File: src/rtl/interrupt_ack_sequencer_if.sv
// Bundle of resolver-side and CPU-side signals of the interrupt acknowledge sequencer.
// The master drives requests, acknowledge strobes and configuration; the slave answers.
interface interrupt_ack_sequencer_if;
    logic [7:0] interrupt;
    logic       inta_n;
    logic       mode_8086;
    logic [4:0] vector_base;
    logic [7:0] call_address_high;
    logic       auto_eoi;
    logic       rotate_on_eoi;
    logic       eoi_command;
    logic       eoi_specific;
    logic [2:0] eoi_level;
    logic       intr;
    logic [7:0] data_out;
    logic       data_out_enable;
    logic [7:0] in_service_register;
    logic [7:0] highest_level_in_service;
    logic [7:0] clear_request;
    logic [2:0] priority_rotate;

    modport master (
        output interrupt, inta_n, mode_8086, vector_base, call_address_high,
               auto_eoi, rotate_on_eoi, eoi_command, eoi_specific, eoi_level,
        input  intr, data_out, data_out_enable, in_service_register,
               highest_level_in_service, clear_request, priority_rotate
    );

    modport slave (
        input  interrupt, inta_n, mode_8086, vector_base, call_address_high,
               auto_eoi, rotate_on_eoi, eoi_command, eoi_specific, eoi_level,
        output intr, data_out, data_out_enable, in_service_register,
               highest_level_in_service, clear_request, priority_rotate
    );
endinterface

File: src/rtl/interrupt_ack_sequencer.sv
// CPU-facing INTA sequencer: raises intr, walks the 8086/8080 acknowledge pulses, drives the
// vector/CALL bytes, and maintains the in-service register with EOI, auto-EOI and rotation.
module interrupt_ack_sequencer #(
    parameter logic [7:0] OPCODE_CALL    = 8'hCD,
    parameter logic [2:0] SPURIOUS_LEVEL = 3'd7
) (
    input  logic                        clock,
    input  logic                        reset_n,
    interrupt_ack_sequencer_if.slave    bus
);
    localparam int unsigned LEVEL_W = 3;
    localparam int unsigned DATA_W  = 8;
    localparam int unsigned LEVELS  = 8;

    typedef enum logic [1:0] {
        IDLE = 2'd0,
        P1   = 2'd1,
        P2   = 2'd2,
        P3   = 2'd3
    } state_t;

    state_t               state, state_next;
    logic                 inta_prev;
    logic                 inta_fall, inta_rise;
    logic                 mode_q, mode_next;
    logic [LEVEL_W-1:0]   level_q, level_next;
    logic                 spurious_q, spurious_next;
    logic                 intr_q, intr_next;
    logic [DATA_W-1:0]    data_q, data_next;
    logic                 oe_q, oe_next;
    logic [LEVELS-1:0]    isr_q, isr_next;
    logic [LEVELS-1:0]    clr_q, clr_next;
    logic [LEVEL_W-1:0]   rot_q, rot_next;

    logic [LEVELS-1:0]    hlis;
    logic                 hlis_found;
    logic [LEVEL_W-1:0]   scan_idx;
    logic [LEVELS-1:0]    p1_set, auto_clear, eoi_clear;
    logic                 last_rise, eoi_hit, auto_hit;
    logic [LEVEL_W-1:0]   eoi_lvl;

    // Lowest set bit of a (normally one-hot) vector.
    function automatic logic [LEVEL_W-1:0] first_set(input logic [LEVELS-1:0] v);
        logic [LEVEL_W-1:0] r;
        r = '0;
        for (int i = LEVELS - 1; i >= 0; i--) begin
            if (v[i]) r = LEVEL_W'(i);
        end
        return r;
    endfunction

    assign inta_fall = inta_prev & ~bus.inta_n;
    assign inta_rise = ~inta_prev & bus.inta_n;

    // Highest in-service level: scan starts just above the lowest-priority level and wraps.
    always_comb begin
        hlis       = '0;
        hlis_found = 1'b0;
        scan_idx   = '0;
        for (int i = 1; i <= LEVELS; i++) begin
            scan_idx = rot_q + LEVEL_W'(i);
            if (!hlis_found && isr_q[scan_idx]) begin
                hlis[scan_idx] = 1'b1;
                hlis_found     = 1'b1;
            end
        end
    end

    // Next-state, output bytes and ISR bookkeeping.
    always_comb begin
        state_next    = state;
        mode_next     = mode_q;
        level_next    = level_q;
        spurious_next = spurious_q;
        intr_next     = intr_q;
        data_next     = data_q;
        oe_next       = oe_q;
        clr_next      = '0;
        p1_set        = '0;
        auto_clear    = '0;
        last_rise     = 1'b0;
        eoi_clear     = '0;
        eoi_hit       = 1'b0;
        eoi_lvl       = '0;
        auto_hit      = 1'b0;
        rot_next      = rot_q;
        isr_next      = isr_q;

        unique case (state)
            IDLE: begin
                intr_next = |bus.interrupt;
                if (inta_fall) begin
                    state_next = P1;
                    mode_next  = bus.mode_8086;
                    intr_next  = 1'b0;
                    if (|bus.interrupt) begin
                        level_next    = first_set(bus.interrupt);
                        spurious_next = 1'b0;
                        p1_set        = LEVELS'(1) << first_set(bus.interrupt);
                        clr_next      = bus.interrupt;
                    end else begin
                        level_next    = SPURIOUS_LEVEL;
                        spurious_next = 1'b1;
                    end
                    if (!bus.mode_8086) begin
                        data_next = OPCODE_CALL;
                        oe_next   = 1'b1;
                    end
                end
            end
            P1: begin
                if (inta_rise) begin
                    data_next = '0;
                    oe_next   = 1'b0;
                end else if (inta_fall) begin
                    state_next = P2;
                    oe_next    = 1'b1;
                    data_next  = mode_q ? {bus.vector_base, level_q}
                                        : {bus.vector_base[4:2], level_q, 2'b00};
                end
            end
            P2: begin
                if (inta_rise) begin
                    data_next = '0;
                    oe_next   = 1'b0;
                    if (mode_q) begin
                        state_next = IDLE;
                        last_rise  = 1'b1;
                    end
                end else if (inta_fall && !mode_q) begin
                    state_next = P3;
                    oe_next    = 1'b1;
                    data_next  = bus.call_address_high;
                end
            end
            P3: begin
                if (inta_rise) begin
                    data_next  = '0;
                    oe_next    = 1'b0;
                    state_next = IDLE;
                    last_rise  = 1'b1;
                end
            end
            default: state_next = IDLE;
        endcase

        if (last_rise && bus.auto_eoi && !spurious_q) begin
            auto_clear = LEVELS'(1) << level_q;
        end
        auto_hit = |(auto_clear & isr_q);

        if (bus.eoi_command) begin
            if (bus.eoi_specific) begin
                eoi_clear = (LEVELS'(1) << bus.eoi_level) & isr_q;
                eoi_lvl   = bus.eoi_level;
            end else begin
                eoi_clear = hlis;
                eoi_lvl   = first_set(hlis);
            end
            eoi_hit = |eoi_clear;
        end

        // An explicit EOI takes the rotation slot over a coincident auto-EOI.
        if (bus.rotate_on_eoi) begin
            if (eoi_hit)       rot_next = eoi_lvl;
            else if (auto_hit) rot_next = level_q;
        end

        isr_next = (isr_q & ~eoi_clear & ~auto_clear) | p1_set;
    end

    always_ff @(posedge clock) begin
        if (!reset_n) begin
            state      <= IDLE;
            inta_prev  <= 1'b1;
            mode_q     <= 1'b0;
            level_q    <= '0;
            spurious_q <= 1'b0;
            intr_q     <= 1'b0;
            data_q     <= '0;
            oe_q       <= 1'b0;
            isr_q      <= '0;
            clr_q      <= '0;
            rot_q      <= 3'b111;
        end else begin
            state      <= state_next;
            inta_prev  <= bus.inta_n;
            mode_q     <= mode_next;
            level_q    <= level_next;
            spurious_q <= spurious_next;
            intr_q     <= intr_next;
            data_q     <= data_next;
            oe_q       <= oe_next;
            isr_q      <= isr_next;
            clr_q      <= clr_next;
            rot_q      <= rot_next;
        end
    end

    assign bus.intr                     = intr_q;
    assign bus.data_out                 = data_q;
    assign bus.data_out_enable          = oe_q;
    assign bus.in_service_register      = isr_q;
    assign bus.highest_level_in_service = hlis;
    assign bus.clear_request            = clr_q;
    assign bus.priority_rotate          = rot_q;

endmodule

File: src/flat_wrapper.sv
// flat-port wrapper written by rule: the top's interface ports become plain ports
module interrupt_ack_sequencer_flat 
#(
    parameter logic [7:0] OPCODE_CALL    = 8'hCD,
    parameter logic [2:0] SPURIOUS_LEVEL = 3'd7
)
  (clock, reset_n, bus_interrupt, bus_inta_n, bus_mode_8086, bus_vector_base, bus_call_address_high, bus_auto_eoi, bus_rotate_on_eoi, bus_eoi_command, bus_eoi_specific, bus_eoi_level, bus_intr, bus_data_out, bus_data_out_enable, bus_in_service_register, bus_highest_level_in_service, bus_clear_request, bus_priority_rotate);
  interrupt_ack_sequencer_if bus_i ();
  input  logic clock;
  input  logic reset_n;
  input wire logic [$bits(bus_i.interrupt)-1:0] bus_interrupt;
  input wire logic [$bits(bus_i.inta_n)-1:0] bus_inta_n;
  input wire logic [$bits(bus_i.mode_8086)-1:0] bus_mode_8086;
  input wire logic [$bits(bus_i.vector_base)-1:0] bus_vector_base;
  input wire logic [$bits(bus_i.call_address_high)-1:0] bus_call_address_high;
  input wire logic [$bits(bus_i.auto_eoi)-1:0] bus_auto_eoi;
  input wire logic [$bits(bus_i.rotate_on_eoi)-1:0] bus_rotate_on_eoi;
  input wire logic [$bits(bus_i.eoi_command)-1:0] bus_eoi_command;
  input wire logic [$bits(bus_i.eoi_specific)-1:0] bus_eoi_specific;
  input wire logic [$bits(bus_i.eoi_level)-1:0] bus_eoi_level;
  output wire logic [$bits(bus_i.intr)-1:0] bus_intr;
  output wire logic [$bits(bus_i.data_out)-1:0] bus_data_out;
  output wire logic [$bits(bus_i.data_out_enable)-1:0] bus_data_out_enable;
  output wire logic [$bits(bus_i.in_service_register)-1:0] bus_in_service_register;
  output wire logic [$bits(bus_i.highest_level_in_service)-1:0] bus_highest_level_in_service;
  output wire logic [$bits(bus_i.clear_request)-1:0] bus_clear_request;
  output wire logic [$bits(bus_i.priority_rotate)-1:0] bus_priority_rotate;
  assign bus_i.interrupt = bus_interrupt;
  assign bus_i.inta_n = bus_inta_n;
  assign bus_i.mode_8086 = bus_mode_8086;
  assign bus_i.vector_base = bus_vector_base;
  assign bus_i.call_address_high = bus_call_address_high;
  assign bus_i.auto_eoi = bus_auto_eoi;
  assign bus_i.rotate_on_eoi = bus_rotate_on_eoi;
  assign bus_i.eoi_command = bus_eoi_command;
  assign bus_i.eoi_specific = bus_eoi_specific;
  assign bus_i.eoi_level = bus_eoi_level;
  assign bus_intr = bus_i.intr;
  assign bus_data_out = bus_i.data_out;
  assign bus_data_out_enable = bus_i.data_out_enable;
  assign bus_in_service_register = bus_i.in_service_register;
  assign bus_highest_level_in_service = bus_i.highest_level_in_service;
  assign bus_clear_request = bus_i.clear_request;
  assign bus_priority_rotate = bus_i.priority_rotate;
  interrupt_ack_sequencer #(.OPCODE_CALL(OPCODE_CALL), .SPURIOUS_LEVEL(SPURIOUS_LEVEL)) u_core (.clock(clock), .reset_n(reset_n), .bus(bus_i));
endmodule
File: config.mk
export PLATFORM = sky130hd
export DESIGN_NAME = interrupt_ack_sequencer_flat
export DESIGN_NICKNAME = d
export VERILOG_FILES = /design/src/rtl/interrupt_ack_sequencer_if.sv /design/src/rtl/interrupt_ack_sequencer.sv /design/src/flat_wrapper.sv
export SDC_FILE = /design/constraint.sdc
export NUM_CORES = 1
export LEC_CHECK = 0
export ABC_AREA = 1
export CAP_MARGIN = 20
export CORE_ASPECT_RATIO = 1.1
export CORE_UTILIZATION = 25
export CTS_CLUSTER_DIAMETER = 30
export CTS_CLUSTER_SIZE = 16
export DETAILED_ROUTE_END_ITERATION = 10
export GPL_ROUTABILITY_DRIVEN = 0
export HOLD_SLACK_MARGIN = 0.06
export PLACE_DENSITY_LB_ADDON = 0.05
export SLEW_MARGIN = 15
export SYNTH_ARGS = -nofsm -noshare
export SYNTH_HDL_FRONTEND = slang
export SYNTH_SLANG_ARGS = --single-unit
File: constraint.sdc
create_clock -name clock -period 3.5 [get_ports clock]
set_input_delay 0.35 -clock clock [delete_from_list [all_inputs] [get_ports clock]]
set_output_delay 0.35 -clock clock [all_outputs]
set_load 0.005 [all_outputs]
==> results of run 1 <==
stage by stage:
step / TNS [ns] / setup WS [ns] / util
after floorplan: 0 / 0.436 / -
after global placement: 0 / 0.273 / 0.325
after detailed placement: 0 / 0.273 / 0.325
after CTS: 0 / 0.00211 / 0.336
after global routing: -0.0606 / -0.0149 / 0.339
final: 0 / 0.128 / 0.339
final cells by class:
type	instances	area, sq um	share of cell area
Clock buffer	7	143	0.0316
Inverter	74	280	0.0620
Multi-Input combinational cell	436	2350	0.520
Sequential cell	37	742	0.164
Tap cell	184	230	0.0509
Timing Repair Buffer	78	772	0.171
logic make-up (layout without fill, tap and decap cells):
family / count (synthesis) / after routing / synth area share
and+or+nand+nor: 347 / 348 / 0.491
buffers and inverters: 88 / 159 / 0.107
AOI/OAI and AO/OA: 76 / 76 / 0.143
DFF: 37 / 37 / 0.216
adders and majority gates: 10 / 10 / 0.0364
xor gates and xnor gates: 2 / 2 / 0.00729
sequential cells by signal (all words and copies together), names as in the netlist:
register / count
u_core.bus.clear_request: 8
u_core.bus.data_out: 8
u_core.bus.data_out_enable: 1
u_core.bus.in_service_register: 8
u_core.bus.intr: 1
u_core.bus.priority_rotate: 3
u_core.inta_prev: 1
u_core.level_q: 3
u_core.mode_q: 1
u_core.spurious_q: 1
u_core.state: 2
cell usage in the layout, fill, tap and decap left out, drive strengths merged, types with 7 or more instances in the layout:
cell	count
a21oi	30
buf	10
clkbuf	7
clkdlybuf4s50	68
dfxtp	37
ha	10
inv	73
nand2	139
nand3	89
nand4	13
nor2	82
nor3	18
o211ai	8
o21ai	20
how the worst min path moves through the flow:
stage / end / cells past startpoint
after global placement: u_core.bus.data_out[4] / 2
after floorplan: u_core.spurious_q / 2
after CTS: u_core.bus.data_out[5] / 2
final: u_core.bus.data_out[5] / 2
after global routing: u_core.bus.data_out[4] / 2
after detailed placement: u_core.bus.data_out[4] / 2
timing repair:
item                                    in CTS  in global routing
setup buffers                                0                  1
gates cloned                                 0                  1
resized for setup                            1                  9
endpoints found under the setup margin       4                 11
endpoints found under the hold margin        0                  0
pin swaps                                    0                  3
hold buffers                                 0                  0
per-layer routing:
metal / vias to the layer above / global-route usage / share of wire
met5: - / 0 / 0
li1: 2002 / - / -
met1: 1793 / 0.200 / 0.41
met4: 0 / 0.0787 / 0.027
met3: 24 / 0.0281 / 0.041
met2: 92 / 0.323 / 0.53
critical path, stage by stage, from the launching register on:
cell,delay [ns]
dfxtp_2,0.37
inv_2,0.05
ha_1,0.34
buf_6,0.17
nand3_1,0.15
nand2_1,0.12
nand2_2,0.06
nand2_4,0.11
nand2_4,0.09
nor2_8,0.15
nand3_4,0.13
nor2_4,0.21
nand3_1,0.13
nand3_2,0.15
clkdlybuf4s50_1,0.52
power by group:
group          total (mW)  switching, mW  internal (mW)
sequential          0.569         0.0673          0.502
clock               0.452          0.172          0.280
combinational        2.65           1.70          0.948
==> flow_summary.toml, run 1 <==
[die]
die-area_sq_mm = 0.0142
core_area_sq_mm = 0.0133
num_rows = 44
initial_core_util = 0.258
pin_count = 69
die_height_microns = 125
die_w_microns = 114

[sta]
finalCriticalPeriod_ns = 3.37
skew_ns = 0.00278
fin_crit_sh = 0.963
fmax_mhz = 297
setup_violations = 0
hold_viol_final = 0
timing.slew.headroom = 0.531
drv_slew = 0
tightest_slew_ns = 0.701
whs_ns = 0.470

[setup_path]
critical_path_class = "flop to output pin"
timing.rr.end = "u_core.bus.priority_rotate[0]"
startpoint = "u_core.bus.priority_rotate[0]"
path_max_fanout = 10
required_ns = 3.15
crit_arrival_ns = 3.02
r2r_start = "u_core.bus.priority_rotate[0]"
worstSetupStartpointType = "flop"
rr_worst_depth = 23
end_kind = "output pin"
rrSetupSlack_ns = 0.40
cp-endpoint = "bus_highest_level_in_service[5]"

[routing]
vias = 3911
wl_per_cell_microns = 15.2
ant_nets = 0
firstDrtPassIters = 4
drt_wl_total_microns = 12400
vias_per_cell = 4.79
drc = 0
drt_iter0_drc = 267

[layout]
antenna_cells = 0
area_growth_pct = 31.5
final_area_sq_mm = 0.00452
layout-drive-gt1-share = 0.112
final_nets = 674
nFillCells = 1486
fin_cells = 816

[min_path]
hold_path_class = "flop to flop"
hp-start = "u_core.bus.data_out[5]"

[place]
dp_cells = 807
placed_cell_area_sq_mm = 0.00432
dp_hpwl_microns = 9940
io_buffers = 68

[yosys]
syn_area_per_cell_sq_um = 6.14
syn_nets = 602
ys.flop_type = "dfxtp_1"
synth_common_cells = "123 x nand2_1, 77 x nor2_1, 75 x nand3_1, 68 x inv_1, 37 x dfxtp_1"
synth_top_area_cell = "dfxtp_1"
synth_area_leaders = "dfxtp_1 22%, nand2_1 13%, nand3_1 11%, nor2_1 8.4%, inv_1 7.4%"
netlist_instances = 560
synth_seq_area_share = 0.216
synth_edf_count = 0
async_reset_ff_frac = 0
synthesis.area_sq_mm = 0.00344
synth_top_cell_area_share = 0.216
ys_ff_latch = 37
ys.warnings.count = 0
yosysUniqueCellTypes = 47
synth_most_common_cell = "nand2_1"

[clock_network]
h-tree-depth = 2
cts.sinks = 37
cts_buffer_depth = 2
cts_tree = "yes"
numCtsBuffers = 5
clkSlewWorstSetupHoldPaths_ns = 0.06
cts_root_buf = "clkbuf_16"
clk-insertion-delay-late_ns = 0.28

[global_route]
grt_pass1_vias = 3851
grt_start_max_net_pins = 26
grt_util_all_layers = 0.177
grt_pass1_wl_microns = 19900
antenna_found_initial = 0
grt-ovfl-total = 0

[outcome]
outcome = "finished clean"

[pwr]
power_mw = 3.67
leakage_nw = 1.99
power.density_mw_per_mm2 = 812
ir_drop_uv = 284

[job]
cap_violations = 0
(Power assumes the default switching activity.)
==> run 2, diff against run 1 <==
--- a/config.mk
+++ b/config.mk
@@ -8,6 +8,7 @@
 export ABC_AREA = 1
 export CAP_MARGIN = 20
 export CORE_ASPECT_RATIO = 1.1
+export CORE_MARGIN = 2
 export CORE_UTILIZATION = 25
 export CTS_CLUSTER_DIAMETER = 30
 export CTS_CLUSTER_SIZE = 16
==> flow_summary.toml, run 2 (synthesized netlist as in run 1, its figures left out) <==
[place]
dpl_worst_slack_ns = 0.342
io_buffers = 68
dp_hpwl_microns = 10000

[clock_network]
cts_buffer_depth = 2
clk-insertion-delay-late_ns = 0.28
cts_root_buf = "clkbuf_16"
h-tree-depth = 2
postCtsHoldBufs = 0
numCtsBuffers = 5
cts.sinks = 37
cts_tree = "yes"
clkSlewWorstSetupHoldPaths_ns = 0.06

[die]
initial_core_util = 0.258
die-area_sq_mm = 0.0147
core_area_sq_mm = 0.0133
die_height_microns = 127
pin_count = 69
die_w_microns = 116
num_rows = 44

[sta]
worst_slack_ns = 0.163
hold_viol_final = 0
tightest_slew_ns = 0.691
fmax_mhz = 300
finalCriticalPeriod_ns = 3.34
skew_ns = 0.00303
fin_crit_sh = 0.953
setup_violations = 0
timing.slew.headroom = 0.538
drv_slew = 0

[layout]
final_nets = 676
layout_commonest_cell = "nand2_1"
layout-drive-gt1-share = 0.113
layout_common_cells = "123 x nand2_1, 77 x nor2_1, 75 x nand3_1, 68 x clkdlybuf4s50_1, 67 x inv_1"
area_growth_pct = 31.9
antenna_cells = 0

[routing]
firstDrtPassIters = 5
vias_per_cell = 4.77
drc = 0
vias = 3909
drt_iter0_drc = 262
drt_wl_total_microns = 12600
ant_nets = 0
wl_per_cell_microns = 15.4

[global_route]
grt_pass1_vias = 3883
grt_pass1_wl_microns = 20000
grt_start_max_net_pins = 22
grt_util_all_layers = 0.172
grt-ovfl-total = 0
antenna_found_initial = 0

[job]
cap_violations = 0

[pwr]
power.internal_mw = 1.73
power.switching_mw = 1.94
p_clk_frac = 0.118
combPwrFrac = 0.726
power.density_mw_per_mm2 = 811
power_mw = 3.67
p_seq_frac = 0.156
ir_drop_uv = 220
p_sw_frac = 0.529
leakage_nw = 1.99

[setup_path]
worstSetupStartpointType = "flop"
r2r_start = "u_core.bus.priority_rotate[0]"
path_max_fanout = 10
timing.rr.end = "u_core.bus.priority_rotate[2]"
end_kind = "output pin"
rr_worst_depth = 23
critical_path_class = "flop to output pin"
rrSetupSlack_ns = 0.45
crit_arrival_ns = 2.99
cp-endpoint = "bus_highest_level_in_service[0]"
startpoint = "u_core.bus.priority_rotate[0]"
required_ns = 3.15

[outcome]
outcome = "finished clean"

[min_path]
hold_path_class = "flop to flop"
-- run 2: area by class of cell --
class | count | area, sq um
well taps | 184 | 230
inverters | 74 | 278
clock inverters | 2 | 10.0
clock buffers | 6 | 129
multi-input cells | 436 | 2370
flip-flops and latches | 37 | 744
fillers | 1484 | 8790
repair buffers | 80 | 774
-- run 2: worst max-delay path, stage by stage (launching register included) --
cell	delay, ns
dfxtp_4	0.37
inv_2	0.04
ha_1	0.32
buf_6	0.15
nand3_1	0.14
nand2_1	0.11
nand2_2	0.06
nand2_4	0.11
nand2_4	0.08
nor2_8	0.17
nand3_4	0.14
nor2_8	0.19
nand3b_1	0.14
inv_1	0.08
nor2_1	0.06
inv_1	0.04
clkdlybuf4s50_1	0.49
-- run 2: worst min-delay path by stage --
stage	cells after the start	from	end
6_report	2	u_core.bus.data_out[5]	u_core.bus.data_out[5]
5_1_grt	2	u_core.bus.intr	u_core.bus.intr
4_1_cts	2	u_core.bus.intr	u_core.bus.intr
3_5_place_dp	2	u_core.bus.data_out[5]	u_core.bus.data_out[5]
3_3_place_gp	2	u_core.bus.data_out[4]	u_core.bus.data_out[4]
2_1_floorplan	2	u_core.spurious_q	u_core.spurious_q
-- run 2: layer usage --
| layer | up-vias | wire (microns) | track usage | share of wire |
|---|---|---|---|---|
| met4 | 0 | 333 | 0.0602 | 0.026 |
| met5 | - | 0 | 0 | 0 |
| li1 | 2010 | - | - | - |
| met3 | 24 | 427 | 0.0239 | 0.034 |
| met1 | 1774 | 5290 | 0.203 | 0.42 |
| met2 | 101 | 6550 | 0.315 | 0.52 |
-- run 2: stage by stage --
| step | cells | util | TNS (ns) | instance area, sq um | hold slack, ns |
|---|---|---|---|---|---|
| floorplan | 560 | - | 0 | 3440 | 0.441 |
| global placement | 808 | 0.325 | 0 | 4330 | 0.461 |
| detailed placement | 808 | 0.325 | 0 | 4330 | 0.459 |
| CTS | 816 | 0.336 | 0 | 4470 | 0.471 |
| global route | 819 | 0.340 | -0.0400 | 4530 | 0.494 |
| finish | 819 | 0.340 | 0 | 4530 | 0.468 |
-- run 2: power by group through the flow --
stage / Combinational (mW) / Clock (mW) / Sequential [mW]
floorplan: 1.80 / 0 / 0.570
global placement: 2.53 / 0 / 0.579
detailed placement: 2.51 / 0 / 0.581
CTS: 2.52 / 0.450 / 0.573
global route: 2.93 / 0.462 / 0.586
finish: 2.67 / 0.433 / 0.573
-- run 2: timing repair --
item	4_1_cts	5_1_grt
setup buffers	0	2
gates resized for setup	0	8
endpoints found under the setup margin	0	8
